===== config.mk =====
export PLATFORM = sky130hd
export DESIGN_NAME = id_stage_flat
export DESIGN_NICKNAME = d
export VERILOG_FILES = /design/src/rtl/id_stage.sv /design/src/rtl/id_stage_if.sv /design/src/flat_wrapper.sv
export SDC_FILE = /design/constraint.sdc
export NUM_CORES = 1
export LEC_CHECK = 0
export ABC_AREA = 0
export BUFFER_PORTS_ARGS = -buffer_cell sky130_fd_sc_hd__buf_4
export CAP_MARGIN = 40
export CORE_MARGIN = 5
export CORE_UTILIZATION = 28
export DETAILED_ROUTE_END_ITERATION = 10
export PLACE_DENSITY_LB_ADDON = 0.15
export SLEW_MARGIN = 5
export SYNTH_ARGS = -nofsm -noshare
export SYNTH_HDL_FRONTEND = slang
export SYNTH_SLANG_ARGS = --single-unit

===== constraint.sdc =====
create_clock -name clk -period 1.86 [get_ports clk]
set_clock_uncertainty 0.05 [all_clocks]
set_input_delay 0.372 -clock clk [delete_from_list [all_inputs] [get_ports clk]]
set_output_delay 0.372 -clock clk [all_outputs]
set_load 0.03 [all_outputs]

===== src/rtl/id_stage.sv =====
// RV32I decode stage: operand read, immediate build, load-use interlock.
// Define ID_WB_BYPASS_EN to forward the writeback port instead of stalling.
package id_pkg;
    localparam int DATA_WIDTH = 32;

    localparam logic [6:0] OPC_LUI    = 7'b0110111;
    localparam logic [6:0] OPC_AUIPC  = 7'b0010111;
    localparam logic [6:0] OPC_JAL    = 7'b1101111;
    localparam logic [6:0] OPC_JALR   = 7'b1100111;
    localparam logic [6:0] OPC_BRANCH = 7'b1100011;
    localparam logic [6:0] OPC_LOAD   = 7'b0000011;
    localparam logic [6:0] OPC_STORE  = 7'b0100011;
    localparam logic [6:0] OPC_OPIMM  = 7'b0010011;
    localparam logic [6:0] OPC_OP     = 7'b0110011;

    typedef struct packed {
        logic [DATA_WIDTH-1:0] pc;
        logic [DATA_WIDTH-1:0] rs1_val;
        logic [DATA_WIDTH-1:0] rs2_val;
        logic [DATA_WIDTH-1:0] imm;
        logic [4:0]            rd;
        logic [6:0]            opcode;
        logic [2:0]            funct3;
        logic [6:0]            funct7;
        logic                  illegal;
    } id_ex_t;
endpackage

module id_stage
    import id_pkg::*;
(
    input  logic                  clk,
    input  logic                  rst_n,
    id_stage_if.slave             io,
    output logic [4:0]            rf_addr_rd1,
    output logic [4:0]            rf_addr_rd2,
    input  logic [DATA_WIDTH-1:0] rf_data_rd1,
    input  logic [DATA_WIDTH-1:0] rf_data_rd2,
    input  logic                  wb_wr_en,
    input  logic [4:0]            wb_addr,
    input  logic [DATA_WIDTH-1:0] wb_data,
    input  logic                  ex_ld_pending,
    input  logic [4:0]            ex_ld_rd,
    input  logic                  flush
);
    logic [31:0]           instr;
    logic [6:0]            opcode;
    logic [4:0]            rs1;
    logic [4:0]            rs2;
    logic                  is_lui;
    logic                  is_auipc;
    logic                  is_jal;
    logic                  is_jalr;
    logic                  is_branch;
    logic                  is_load;
    logic                  is_store;
    logic                  is_opimm;
    logic                  is_op;
    logic                  legal;
    logic                  uses_rs1;
    logic                  uses_rs2;
    logic [DATA_WIDTH-1:0] imm;
    logic [4:0]            rd;
    logic [DATA_WIDTH-1:0] rs1_val;
    logic [DATA_WIDTH-1:0] rs2_val;
    logic                  ld_hit;
    logic                  wb_hit;
    logic                  hazard;
    logic                  if_ready;
    logic                  transfer;
    id_ex_t                data_d;
    id_ex_t                data_q;
    logic                  valid_d;
    logic                  valid_q;

    assign instr       = io.if_instr;
    assign opcode      = instr[6:0];
    assign rs1         = instr[19:15];
    assign rs2         = instr[24:20];
    assign rf_addr_rd1 = rs1;
    assign rf_addr_rd2 = rs2;

    // Full 7-bit match, so instr[1:0] != 2'b11 can never decode as legal.
    assign is_lui    = (opcode == OPC_LUI);
    assign is_auipc  = (opcode == OPC_AUIPC);
    assign is_jal    = (opcode == OPC_JAL);
    assign is_jalr   = (opcode == OPC_JALR);
    assign is_branch = (opcode == OPC_BRANCH);
    assign is_load   = (opcode == OPC_LOAD);
    assign is_store  = (opcode == OPC_STORE);
    assign is_opimm  = (opcode == OPC_OPIMM);
    assign is_op     = (opcode == OPC_OP);

    assign legal = is_lui | is_auipc | is_jal | is_jalr | is_branch
                 | is_load | is_store | is_opimm | is_op;

    assign uses_rs1 = is_op | is_opimm | is_load | is_store
                    | is_branch | is_jalr;
    assign uses_rs2 = is_op | is_store | is_branch;

    assign rd = (is_store || is_branch) ? 5'd0 : instr[11:7];

    always_comb begin
        imm = '0;
        unique case (1'b1)
            is_opimm, is_load, is_jalr:
                imm = {{20{instr[31]}}, instr[31:20]};
            is_store:
                imm = {{20{instr[31]}}, instr[31:25], instr[11:7]};
            is_branch:
                imm = {{19{instr[31]}}, instr[31], instr[7],
                       instr[30:25], instr[11:8], 1'b0};
            is_lui, is_auipc:
                imm = {instr[31:12], 12'b0};
            is_jal:
                imm = {{11{instr[31]}}, instr[31], instr[19:12],
                       instr[20], instr[30:21], 1'b0};
            default:
                imm = '0;
        endcase
    end

    assign ld_hit = ex_ld_pending && (ex_ld_rd != 5'd0)
                 && ((uses_rs1 && (ex_ld_rd == rs1))
                  || (uses_rs2 && (ex_ld_rd == rs2)));

`ifdef ID_WB_BYPASS_EN
    assign wb_hit  = 1'b0;
    assign rs1_val = (rs1 == 5'd0) ? '0
                   : (wb_wr_en && (wb_addr == rs1)) ? wb_data
                   : rf_data_rd1;
    assign rs2_val = (rs2 == 5'd0) ? '0
                   : (wb_wr_en && (wb_addr == rs2)) ? wb_data
                   : rf_data_rd2;
`else
    // Without forwarding, wait for the write to land in the file.
    assign wb_hit  = wb_wr_en && (wb_addr != 5'd0)
                  && ((uses_rs1 && (wb_addr == rs1))
                   || (uses_rs2 && (wb_addr == rs2)));
    assign rs1_val = (rs1 == 5'd0) ? '0 : rf_data_rd1;
    assign rs2_val = (rs2 == 5'd0) ? '0 : rf_data_rd2;
    logic unused_wb;
    assign unused_wb = ^wb_data;
`endif

    assign hazard      = ld_hit || wb_hit;
    assign if_ready    = !hazard && !flush && (!valid_q || io.id_ready);
    assign io.if_ready = if_ready;
    assign transfer    = io.if_valid && if_ready;

    always_comb begin
        valid_d = valid_q;
        data_d  = data_q;
        if (flush) begin
            valid_d = 1'b0;
        end else if (transfer) begin
            valid_d        = 1'b1;
            data_d.pc      = io.if_pc;
            data_d.rs1_val = rs1_val;
            data_d.rs2_val = rs2_val;
            data_d.imm     = imm;
            data_d.rd      = rd;
            data_d.opcode  = opcode;
            data_d.funct3  = instr[14:12];
            data_d.funct7  = instr[31:25];
            data_d.illegal = !legal;
        end else if (io.id_ready) begin
            valid_d = 1'b0;
        end
    end

    always_ff @(posedge clk or negedge rst_n) begin
        if (!rst_n) begin
            valid_q <= 1'b0;
            data_q  <= '0;
        end else begin
            valid_q <= valid_d;
            data_q  <= data_d;
        end
    end

    assign io.id_valid   = valid_q;
    assign io.id_pc      = data_q.pc;
    assign io.id_rs1_val = data_q.rs1_val;
    assign io.id_rs2_val = data_q.rs2_val;
    assign io.id_imm     = data_q.imm;
    assign io.id_rd      = data_q.rd;
    assign io.id_opcode  = data_q.opcode;
    assign io.id_funct3  = data_q.funct3;
    assign io.id_funct7  = data_q.funct7;
    assign io.id_illegal = data_q.illegal;
endmodule


===== src/rtl/id_stage_if.sv =====
// IF->ID and ID->EX handshake bundle for the decode stage.
// Master is the pipeline environment; slave is id_stage.
interface id_stage_if #(
    parameter int W = 32
) ();
    logic          if_valid;
    logic          if_ready;
    logic [31:0]   if_instr;
    logic [W-1:0]  if_pc;
    logic          id_valid;
    logic          id_ready;
    logic [W-1:0]  id_pc;
    logic [W-1:0]  id_rs1_val;
    logic [W-1:0]  id_rs2_val;
    logic [W-1:0]  id_imm;
    logic [4:0]    id_rd;
    logic [6:0]    id_opcode;
    logic [2:0]    id_funct3;
    logic [6:0]    id_funct7;
    logic          id_illegal;

    modport master (
        output if_valid, if_instr, if_pc, id_ready,
        input  if_ready, id_valid, id_pc, id_rs1_val, id_rs2_val,
        input  id_imm, id_rd, id_opcode, id_funct3, id_funct7, id_illegal
    );

    modport slave (
        input  if_valid, if_instr, if_pc, id_ready,
        output if_ready, id_valid, id_pc, id_rs1_val, id_rs2_val,
        output id_imm, id_rd, id_opcode, id_funct3, id_funct7, id_illegal
    );
endinterface


===== src/flat_wrapper.sv =====
// flat-port wrapper written by rule: the top's interface ports become plain ports
module id_stage_flat import id_pkg::*;
  (clk, rst_n, rf_addr_rd1, rf_addr_rd2, rf_data_rd1, rf_data_rd2, wb_wr_en, wb_addr, wb_data, ex_ld_pending, ex_ld_rd, flush, io_if_valid, io_if_instr, io_if_pc, io_id_ready, io_if_ready, io_id_valid, io_id_pc, io_id_rs1_val, io_id_rs2_val, io_id_imm, io_id_rd, io_id_opcode, io_id_funct3, io_id_funct7, io_id_illegal);
  id_stage_if io_i ();
  input  logic clk;
  input  logic rst_n;
  output logic [4:0] rf_addr_rd1;
  output logic [4:0] rf_addr_rd2;
  input  logic [DATA_WIDTH-1:0] rf_data_rd1;
  input  logic [DATA_WIDTH-1:0] rf_data_rd2;
  input  logic wb_wr_en;
  input  logic [4:0] wb_addr;
  input  logic [DATA_WIDTH-1:0] wb_data;
  input  logic ex_ld_pending;
  input  logic [4:0] ex_ld_rd;
  input  logic flush;
  input wire logic [$bits(io_i.if_valid)-1:0] io_if_valid;
  input wire logic [$bits(io_i.if_instr)-1:0] io_if_instr;
  input wire logic [$bits(io_i.if_pc)-1:0] io_if_pc;
  input wire logic [$bits(io_i.id_ready)-1:0] io_id_ready;
  output wire logic [$bits(io_i.if_ready)-1:0] io_if_ready;
  output wire logic [$bits(io_i.id_valid)-1:0] io_id_valid;
  output wire logic [$bits(io_i.id_pc)-1:0] io_id_pc;
  output wire logic [$bits(io_i.id_rs1_val)-1:0] io_id_rs1_val;
  output wire logic [$bits(io_i.id_rs2_val)-1:0] io_id_rs2_val;
  output wire logic [$bits(io_i.id_imm)-1:0] io_id_imm;
  output wire logic [$bits(io_i.id_rd)-1:0] io_id_rd;
  output wire logic [$bits(io_i.id_opcode)-1:0] io_id_opcode;
  output wire logic [$bits(io_i.id_funct3)-1:0] io_id_funct3;
  output wire logic [$bits(io_i.id_funct7)-1:0] io_id_funct7;
  output wire logic [$bits(io_i.id_illegal)-1:0] io_id_illegal;
  assign io_i.if_valid = io_if_valid;
  assign io_i.if_instr = io_if_instr;
  assign io_i.if_pc = io_if_pc;
  assign io_i.id_ready = io_id_ready;
  assign io_if_ready = io_i.if_ready;
  assign io_id_valid = io_i.id_valid;
  assign io_id_pc = io_i.id_pc;
  assign io_id_rs1_val = io_i.id_rs1_val;
  assign io_id_rs2_val = io_i.id_rs2_val;
  assign io_id_imm = io_i.id_imm;
  assign io_id_rd = io_i.id_rd;
  assign io_id_opcode = io_i.id_opcode;
  assign io_id_funct3 = io_i.id_funct3;
  assign io_id_funct7 = io_i.id_funct7;
  assign io_id_illegal = io_i.id_illegal;
  id_stage u_core (.clk(clk), .rst_n(rst_n), .io(io_i), .rf_addr_rd1(rf_addr_rd1), .rf_addr_rd2(rf_addr_rd2), .rf_data_rd1(rf_data_rd1), .rf_data_rd2(rf_data_rd2), .wb_wr_en(wb_wr_en), .wb_addr(wb_addr), .wb_data(wb_data), .ex_ld_pending(ex_ld_pending), .ex_ld_rd(ex_ld_rd), .flush(flush));
endmodule

==> results of run 1 <==
[kinds of logic (layout without fill, tap and decap cells)]
family | Yosys count | in the layout | synth area share (%)
compound gates | 39 | 39 | 3.38
mux | 151 | 151 | 22.7
xor+xnor | 20 | 20 | 2.52
buf+inv | 135 | 533 | 9.20
flops | 152 | 152 | 54.6
simple gates | 120 | 120 | 7.58
[synthesized netlist by cell type (3+ instances only)]
cell type and n:
a21oi_1 20, clkbuf_1 10, xnor2_1 13, inv_1 97, nor4_1 3, o21ai_0 6, nand2b_1 3, dfrtp_1 152
buf_4 15, mux2i_1 95, mux2_1 56, nand3_1 6, nand2_1 83, nor2_1 7, nor3_1 4, a22o_1 5
xor2_1 7, and2_1 3, buf_6 10
[area by class of cell]
class / count / area [um2]
Fill cell: 2284 / 12700
Sequential cell: 152 / 3800
Timing Repair Buffer: 404 / 3650
Multi-Input combinational cell: 330 / 2840
Clock buffer: 18 / 429
Tap cell: 324 / 405
Inverter: 97 / 364
Clock inverter: 14 / 166
[routing by layer]
metal	wire, um	vias to the layer above
met3	1780	17
met5	0	-
met4	301	0
met2	11600	206
li1	-	2757
met1	10900	2739
[sequential cells by signal (all words and copies together) (netlist names)]
name                  flops
u_core.io.id_rd           5
u_core.io.id_rs2_val     32
u_core.io.id_illegal      1
u_core.io.id_rs1_val     32
u_core.io.id_pc          32
u_core.io.id_funct3       3
u_core.io.id_funct7       7
u_core.io.id_valid        1
u_core.io.id_opcode       7
u_core.io.id_imm         32
[power by group]
part	total [mW]	switching [mW]	leakage [nW]	internal, mW
Combinational	3.56	1.94	4.39	1.62
Sequential	4.07	0.274	1.84	3.80
Clock	3.56	1.54	0.284	2.02
[how the worst min path moves through the flow]
stage / from / cells past startpoint / slack, ns / end
final: io_if_pc[10] / 2 / 0.13 / u_core.io.id_pc[10]
after global routing: io_if_pc[28] / 2 / 0.11 / u_core.io.id_pc[28]
after CTS: io_if_pc[21] / 2 / 0.1 / u_core.io.id_pc[21]
after detailed placement: rst_n / 1 / 0.27 / u_core.io.id_pc[12]
after global placement: rst_n / 1 / 0.28 / u_core.io.id_pc[12]
after floorplan: rst_n / 0 / 0.03 / u_core.io.id_funct3[0]
[what timing repair did]
item,CTS,global route
endpoints found under the setup margin,152,153
pin swaps,2,0
gates resized for setup,93,39
hold buffers,1,0
cloned,10,6
buffers inserted,14,7
hold endpoints to repair,30,0
[worst max-delay path, stage by stage]
cell and delay [ns]:
buf_6 0.09, or4_4 0.53, nor2_4 0.13, nor4_4 0.06, a311o_1 0.32, o21bai_4 0.22
buf_12 0.16, buf_8 0.13, clkbuf_16 0.16, mux2_4 0.30
[through the flow]
stage	util (%)	hold slack [ns]
after floorplan	-	0.0264
after global placement	41.5	0.275
after detailed placement	41.5	0.274
after CTS	47.3	0.0973
after global routing	47.8	0.108
final	47.8	0.129
==> qor.json, run 1 <==
{
  "dieWidth": {"value": 168, "unit": "um"},
  "post_route_cells_drive_above_1_share": {"value": 49.9, "unit": "%"},
  "floorplan.die_area": {"value": 0.0281, "unit": "mm2"},
  "placedInstanceArea": {"value": 0.0101, "unit": "mm2"},
  "yosysTopAreaCellShare": {"value": 54.6, "unit": "%"},
  "finalWirelength": {"value": 24500, "unit": "um"},
  "synth_enable_flop_cells": {"value": 0},
  "setup.worst_path.start": {"value": "ex_ld_rd[0]"},
  "cts_max_level": {"value": 4},
  "ctsRootBufferMaster": {"value": "clkbuf_16"},
  "grt.met2_usage": {"value": 27.3, "unit": "%"},
  "rsz0062_at_grt": {"value": "true"},
  "min_clock_period_post_route": {"value": 2.24, "unit": "ns"},
  "ys_dominant_reg_cell": {"value": "dfrtp_1"},
  "timing.critical_path.arrival": {"value": 2.49, "unit": "ns"},
  "layout_worst_path_cycle_share": {"value": 120, "unit": "%"},
  "route.detailed.drc": {"value": 0},
  "finalSetupViolCount": {"value": 153},
  "hold_class": {"value": "primary input to register"},
  "report.power.total": {"value": 11.2, "unit": "mW"},
  "yosys_warnings": {"value": 0},
  "final_design_area_no_fill": {"value": 0.0117, "unit": "mm2"},
  "place.gp.congestion": {"value": 0.770},
  "initial_antenna_violation_count": {"value": 0},
  "wire_per_inst": {"value": 18.3, "unit": "um"},
  "synth_largest_area_cell": {"value": "dfrtp_1"},
  "vias_per_cell": {"value": 4.27},
  "worst_pin_slew": {"value": 0.420, "unit": "ns"},
  "slew_headroom": {"value": 72.0, "unit": "%"},
  "design.portCount": {"value": 340},
  "maximum_number_of_pins_on_one_net_before_global_route_repair": {"value": 37},
  "first_global_vias": {"value": 6193},
  "syn-instance-count": {"value": 617},
  "endpoint": {"value": "u_core.io.id_pc[17]"},
  "irDropWorstVdd": {"value": 0.560, "unit": "mV"},
  "worst-setup-path-type": {"value": "primary input to register"},
  "tritoncts_clock_tree": {"value": "done"},
  "initial_core_utilization": {"value": 28.6, "unit": "%"},
  "die_h": {"value": 168, "unit": "um"},
  "post-route-worst-setup-slack": {"value": -0.376, "unit": "ns"},
  "coreArea": {"value": 0.0244, "unit": "mm2"},
  "async_flop_share": {"value": 100, "unit": "%"},
  "power_density": {"value": 960, "unit": "mW/mm2"},
  "synthDistinctLibCells": {"value": 36},
  "mappedNetlistArea": {"value": 0.00696, "unit": "mm2"},
  "pre_cts_ws": {"value": -0.733, "unit": "ns"},
  "violated_checks": {"value": "setup timing"},
  "clock_insertion_delay_worst_skew": {"value": 0.41, "unit": "ns"},
  "grt_first_pass_wirelength": {"value": 37000, "unit": "um"},
  "critical_path_fanouts_max": {"value": 4},
  "timing.final.max_slew_violations": {"value": 0},
  "synth_register_bits": {"value": 152},
  "synth_nets": {"value": 794},
  "nNetsFinal": {"value": 1179},
  "detail_route.iter0.violations": {"value": 270},
  "groute.layer.met1.usage": {"value": 22.2, "unit": "%"},
  "max_freq": {"value": 447, "unit": "MHz"},
  "status": {"value": "finished with violations"},
  "numClockSinks": {"value": 152},
  "worstRegToRegCells": {"value": 8},
  "grt.busiest_layer": {"value": "met2"},
  "endpoint_kind": {"value": "register"},
  "cts_buffer_depth": {"value": 2},
  "beginning_of_the_worst_register_to_register_path": {"value": "u_core.io.id_valid"},
  "reg2reg_setup_slack": {"value": -0.15, "unit": "ns"},
  "critical_path_required": {"value": 2.11, "unit": "ns"},
  "insertedDiodeCount": {"value": 0},
  "area_delta_synth_final": {"value": 67.4, "unit": "%"},
  "cellLeakagePower": {"value": 6.52, "unit": "nW"},
  "place.detailed.hpwl": {"value": 16800, "unit": "um"},
  "final_cell_mix": {"value": "buf_4, dfrtp_1, inv_1, mux2i_1, nand2_1"},
  "global_route.usage.total": {"value": 16.9, "unit": "%"},
  "placedCellCount": {"value": 1279},
  "clock_buffer_count_from_cts": {"value": 17},
  "max_cap_violations": {"value": 0},
  "port-buffer-count": {"value": 307},
  "grt_util_met3": {"value": 5.26, "unit": "%"},
  "synth.yosys.seq_area_share": {"value": 54.6, "unit": "%"},
  "drt.antenna.violating_nets": {"value": 0},
  "setup-tns-final": {"value": -39.05, "unit": "ns"},
  "route.vias.total": {"value": 5719},
  "critical_path.startpoint_type": {"value": "primary input"},
  "remaining_global_route_overflow": {"value": 0},
  "cts.clk_slew.worst_paths": {"value": 0.07, "unit": "ns"},
  "layoutNonFillerInstCount": {"value": 1339},
  "final-hold-violation-count": {"value": 0},
  "drt_first_pass_iters": {"value": 4},
  "final_common_cell": {"value": "buf_4"},
  "r2r-end": {"value": "u_core.io.id_pc[17]"},
  "core.rowCount": {"value": 57},
  "avgSynthCellArea": {"value": 11.3, "unit": "um2"},
  "post_synth_main_area_contributors": {"value": "dfrtp_1, mux2i_1, mux2_1"}
}
Note: power is estimated with default switching activity, not from simulation.
==> run 2: changes to the inputs <==
--- a/config.mk
+++ b/config.mk
@@ -5,12 +5,13 @@
 export SDC_FILE = /design/constraint.sdc
 export NUM_CORES = 1
 export LEC_CHECK = 0
-export ABC_AREA = 0
+export ABC_AREA = 1
 export BUFFER_PORTS_ARGS = -buffer_cell sky130_fd_sc_hd__buf_4
 export CAP_MARGIN = 40
 export CORE_MARGIN = 5
 export CORE_UTILIZATION = 28
 export DETAILED_ROUTE_END_ITERATION = 10
+export GPL_ROUTABILITY_DRIVEN = 0
 export PLACE_DENSITY_LB_ADDON = 0.15
 export SLEW_MARGIN = 5
 export SYNTH_ARGS = -nofsm -noshare
==> qor.json, run 2 <==
{
  "worst-setup-path-type": {"value": "primary input to primary output"},
  "final-hold-violation-count": {"value": 0, "change": "unchanged"},
  "first_global_vias": {"value": 8048, "change": "+30%"},
  "synth_nets": {"value": 1226, "change": "+54%"},
  "post-route-worst-setup-slack": {"value": -0.0262, "unit": "ns", "change": "+0.350 ns"},
  "detail_route.iter0.violations": {"value": 436, "change": "+61%"},
  "layout_worst_path_cycle_share": {"value": 101, "unit": "%", "change": "-19 points"},
  "cellLeakagePower": {"value": 6.92, "unit": "nW", "change": "+6.2%"},
  "hold_path_startpoint": {"value": "flush"},
  "rsz0062_at_grt": {"value": "true"},
  "beginning_of_the_worst_register_to_register_path": {"value": "u_core.io.id_valid"},
  "irDropWorstVdd": {"value": 0.528, "unit": "mV", "change": "-5.8%"},
  "max_cap_violations": {"value": 0, "change": "unchanged"},
  "power_density": {"value": 895, "unit": "mW/mm2", "change": "-6.7%"},
  "endpoint_kind": {"value": "primary output"},
  "coreArea": {"value": 0.0277, "unit": "mm2", "change": "+14%"},
  "async_flop_share": {"value": 100, "unit": "%", "change": "unchanged"},
  "synth.yosys.seq_area_share": {"value": 48.5, "unit": "%", "change": "-6.1 points"},
  "numClockSinks": {"value": 152, "change": "unchanged"},
  "clock_buffer_count_from_cts": {"value": 17, "change": "unchanged"},
  "reg2reg_setup_slack": {"value": 0.24, "unit": "ns", "change": "+0.39 ns"},
  "cts_buffer_depth": {"value": 2, "change": "unchanged"},
  "min_clock_period_post_route": {"value": 1.89, "unit": "ns", "change": "-0.350 ns"},
  "design.portCount": {"value": 340, "change": "unchanged"},
  "slew_headroom": {"value": 67.4, "unit": "%", "change": "-4.6 points"},
  "synth_top_cells_by_count": {"value": "nand2_1, nand4_1, dfrtp_1"},
  "synth_largest_area_cell": {"value": "dfrtp_1"},
  "worst_hold_path.endpoint": {"value": "u_core.io.id_valid"},
  "dieWidth": {"value": 177, "unit": "um", "change": "+5.8%"},
  "initial_antenna_violation_count": {"value": 0, "change": "unchanged"},
  "post_route_cells_drive_above_1_share": {"value": 33.1, "unit": "%", "change": "-17 points"},
  "route.vias.total": {"value": 8177, "change": "+43%"},
  "timing.final.max_slew_violations": {"value": 0, "change": "unchanged"},
  "initial_core_utilization": {"value": 28.3, "unit": "%", "change": "-0.23 points"},
  "worst_pin_slew": {"value": 0.489, "unit": "ns", "change": "+0.0692 ns"},
  "multi_input_comb_area": {"value": 0.00334, "unit": "mm2", "change": "+18%"},
  "critical_path_required": {"value": 1.44, "unit": "ns", "change": "-0.67 ns"},
  "yosys_warnings": {"value": 0, "change": "unchanged"},
  "max_freq": {"value": 530, "unit": "MHz", "change": "+19%"},
  "nNetsFinal": {"value": 1556, "change": "+32%"},
  "remaining_global_route_overflow": {"value": 0, "change": "unchanged"},
  "finalSetupViolCount": {"value": 1, "change": "-99%"},
  "worstRegToRegCells": {"value": 8, "change": "unchanged"},
  "status": {"value": "finished with violations"},
  "setup-tns-final": {"value": -0.0262, "unit": "ns", "change": "+39.02 ns"},
  "wire_per_inst": {"value": 16.7, "unit": "um", "change": "-9.0%"},
  "clock_insertion_delay_worst_skew": {"value": 0.42, "unit": "ns", "change": "about the same"},
  "floorplan.die_area": {"value": 0.0315, "unit": "mm2", "change": "+12%"},
  "fin_util": {"value": 43.2, "unit": "%", "change": "-4.6 points"},
  "avgSynthCellArea": {"value": 7.48, "unit": "um2", "change": "-34%"},
  "violated_checks": {"value": "setup timing"},
  "maximum_number_of_pins_on_one_net_before_global_route_repair": {"value": 91, "change": "+150%"},
  "ctsRootBufferMaster": {"value": "clkbuf_16"},
  "critical_path_fanouts_max": {"value": 6, "change": "+2"},
  "r2r-end": {"value": "u_core.io.id_rs1_val[4]"},
  "synthDistinctLibCells": {"value": 27, "change": "-25%"},
  "yosysTopAreaCellShare": {"value": 48.5, "unit": "%", "change": "-6.1 points"},
  "hold_class": {"value": "primary input to register"},
  "insertedDiodeCount": {"value": 0, "change": "unchanged"},
  "die_h": {"value": 177, "unit": "um", "change": "+5.8%"},
  "cts.clk_slew.worst_paths": {"value": 0.07, "unit": "ns", "change": "about the same"},
  "final_common_cell": {"value": "nand2_1"},
  "final_cell_mix": {"value": "nand2_1, buf_4, nand4_1, dfrtp_1, inv_1"},
  "synth_register_bits": {"value": 152, "change": "unchanged"},
  "timing.critical_path.arrival": {"value": 1.46, "unit": "ns", "change": "-1.03 ns"},
  "finalWirelength": {"value": 29500, "unit": "um", "change": "+20%"},
  "grt_first_pass_wirelength": {"value": 45900, "unit": "um", "change": "+24%"},
  "yosysMostFrequentCell": {"value": "nand2_1"},
  "synth_enable_flop_cells": {"value": 0, "change": "unchanged"},
  "mappedNetlistArea": {"value": 0.00785, "unit": "mm2", "change": "+13%"},
  "critical_path.startpoint_type": {"value": "primary input"},
  "syn-instance-count": {"value": 1049, "change": "+70%"},
  "min_path_cells": {"value": 2, "change": "unchanged"},
  "port-buffer-count": {"value": 307, "change": "unchanged"},
  "place.detailed.hpwl": {"value": 21100, "unit": "um", "change": "+25%"},
  "ff_latch_area": {"value": 0.00380, "unit": "mm2", "change": "unchanged"},
  "core.rowCount": {"value": 61, "change": "+7.0%"},
  "vias_per_cell": {"value": 4.62, "change": "+8.2%"},
  "route.detailed.drc": {"value": 0, "change": "unchanged"},
  "post_synth_main_area_contributors": {"value": "dfrtp_1, nand2_1, nand4_1"},
  "ys_dominant_reg_cell": {"value": "dfrtp_1"},
  "cts_max_level": {"value": 4, "change": "unchanged"},
  "drt_first_pass_iters": {"value": 5, "change": "+1"},
  "n_fill_cell": {"value": 2914, "change": "+28%"},
  "global_route.usage.total": {"value": 18.3, "unit": "%", "change": "+1.4 points"},
  "tritoncts_clock_tree": {"value": "done"},
  "drt.antenna.violating_nets": {"value": 0, "change": "unchanged"},
  "area_delta_synth_final": {"value": 52.4, "unit": "%"}
}
[run 2: cell types whose count changed after synthesis, moves of 24 or more]
cell / previous run / this run
mux2_1: 56 / 0
nand2_1: 83 / 454
buf_2: 2 / 26
nand3_1: 6 / 33
nand4_1: 0 / 154
mux2i_1: 95 / 0
[run 2: how the worst max path moves through the flow]
stage               startpoint                    to  depth (start not counted)
3_3_place_gp    io_if_instr[1]           io_if_ready                         11
4_1_cts         io_if_instr[0]           io_if_ready                         11
6_report        io_if_instr[4]           io_if_ready                         10
5_1_grt        io_if_instr[19]           io_if_ready                         10
3_5_place_dp    io_if_instr[1]  u_core.io.id_imm[23]                         13
2_1_floorplan   io_if_instr[1]           io_if_ready                          9
[run 2: logic make-up after synthesis]
group / Yosys count / synth area share, %
buffers and inverters: 189 / 10.6
flip-flops: 152 / 48.5
AND/OR/NAND/NOR: 675 / 38.1
AO/OA/AOI/OAI: 22 / 1.64
XOR/XNOR: 11 / 1.23
[run 2: what timing repair did]
| action | 4_1_cts | 5_1_grt |
|---|---|---|
| endpoints found under the hold margin | 29 | 0 |
| gates cloned | 0 | 0 |
| setup endpoints to repair | 1 | 22 |
| resized for setup | 23 | 32 |
| hold buffers | 1 | 0 |
| pin swaps | 6 | 19 |
| setup buffers | 2 | 3 |
[run 2: power by group]
part / internal (mW) / switching [mW]
Combinational: 1.19 / 1.88
Sequential: 3.72 / 0.245
Clock: 2.05 / 1.62
[run 2: cell type report]
class | instances | area share (%)
Sequential cell | 152 | 31.8
Multi-Input combinational cell | 708 | 27.9
Timing Repair Buffer | 396 | 27.9
Tap cell | 378 | 3.96
Clock buffer | 18 | 3.59
Inverter | 104 | 3.35
Clock inverter | 14 | 1.52
[run 2: metal layers]
metal  routed length, um  up-vias  track usage [%]  part of all wire [%]
met3                1890       24             4.54                   6.4
met1               12700     3864             24.3                    43
met2               14400      248             30.0                    49
met5                   0        -                0                     0
li1                    -     4041                -                     -
met4                 454        0             4.80                   1.5
[run 2: through the flow]
stage	hold WS (ns)	std cells	power [mW]	setup WS, ns	cell area [um2]
after floorplan	0.0264	1049	5.58	0.0450	7850
after global placement	0.276	1732	7.06	-0.389	11100
after detailed placement	0.280	1732	7.08	-0.377	11100
final	0.116	1770	10.7	-0.0262	12000
after global routing	0.123	1770	11.3	-0.0929	12000
after CTS	0.0930	1767	10.8	-0.0539	11800
[run 2: worst max-delay path: stages]
cell and delay (ns):
buf_4 0.13, inv_4 0.06, nand3_2 0.07, nand2_1 0.08
and2_4 0.17, nand3_2 0.10, nand2_4 0.09, nand2_8 0.07
and3_4 0.18, buf_6 0.13
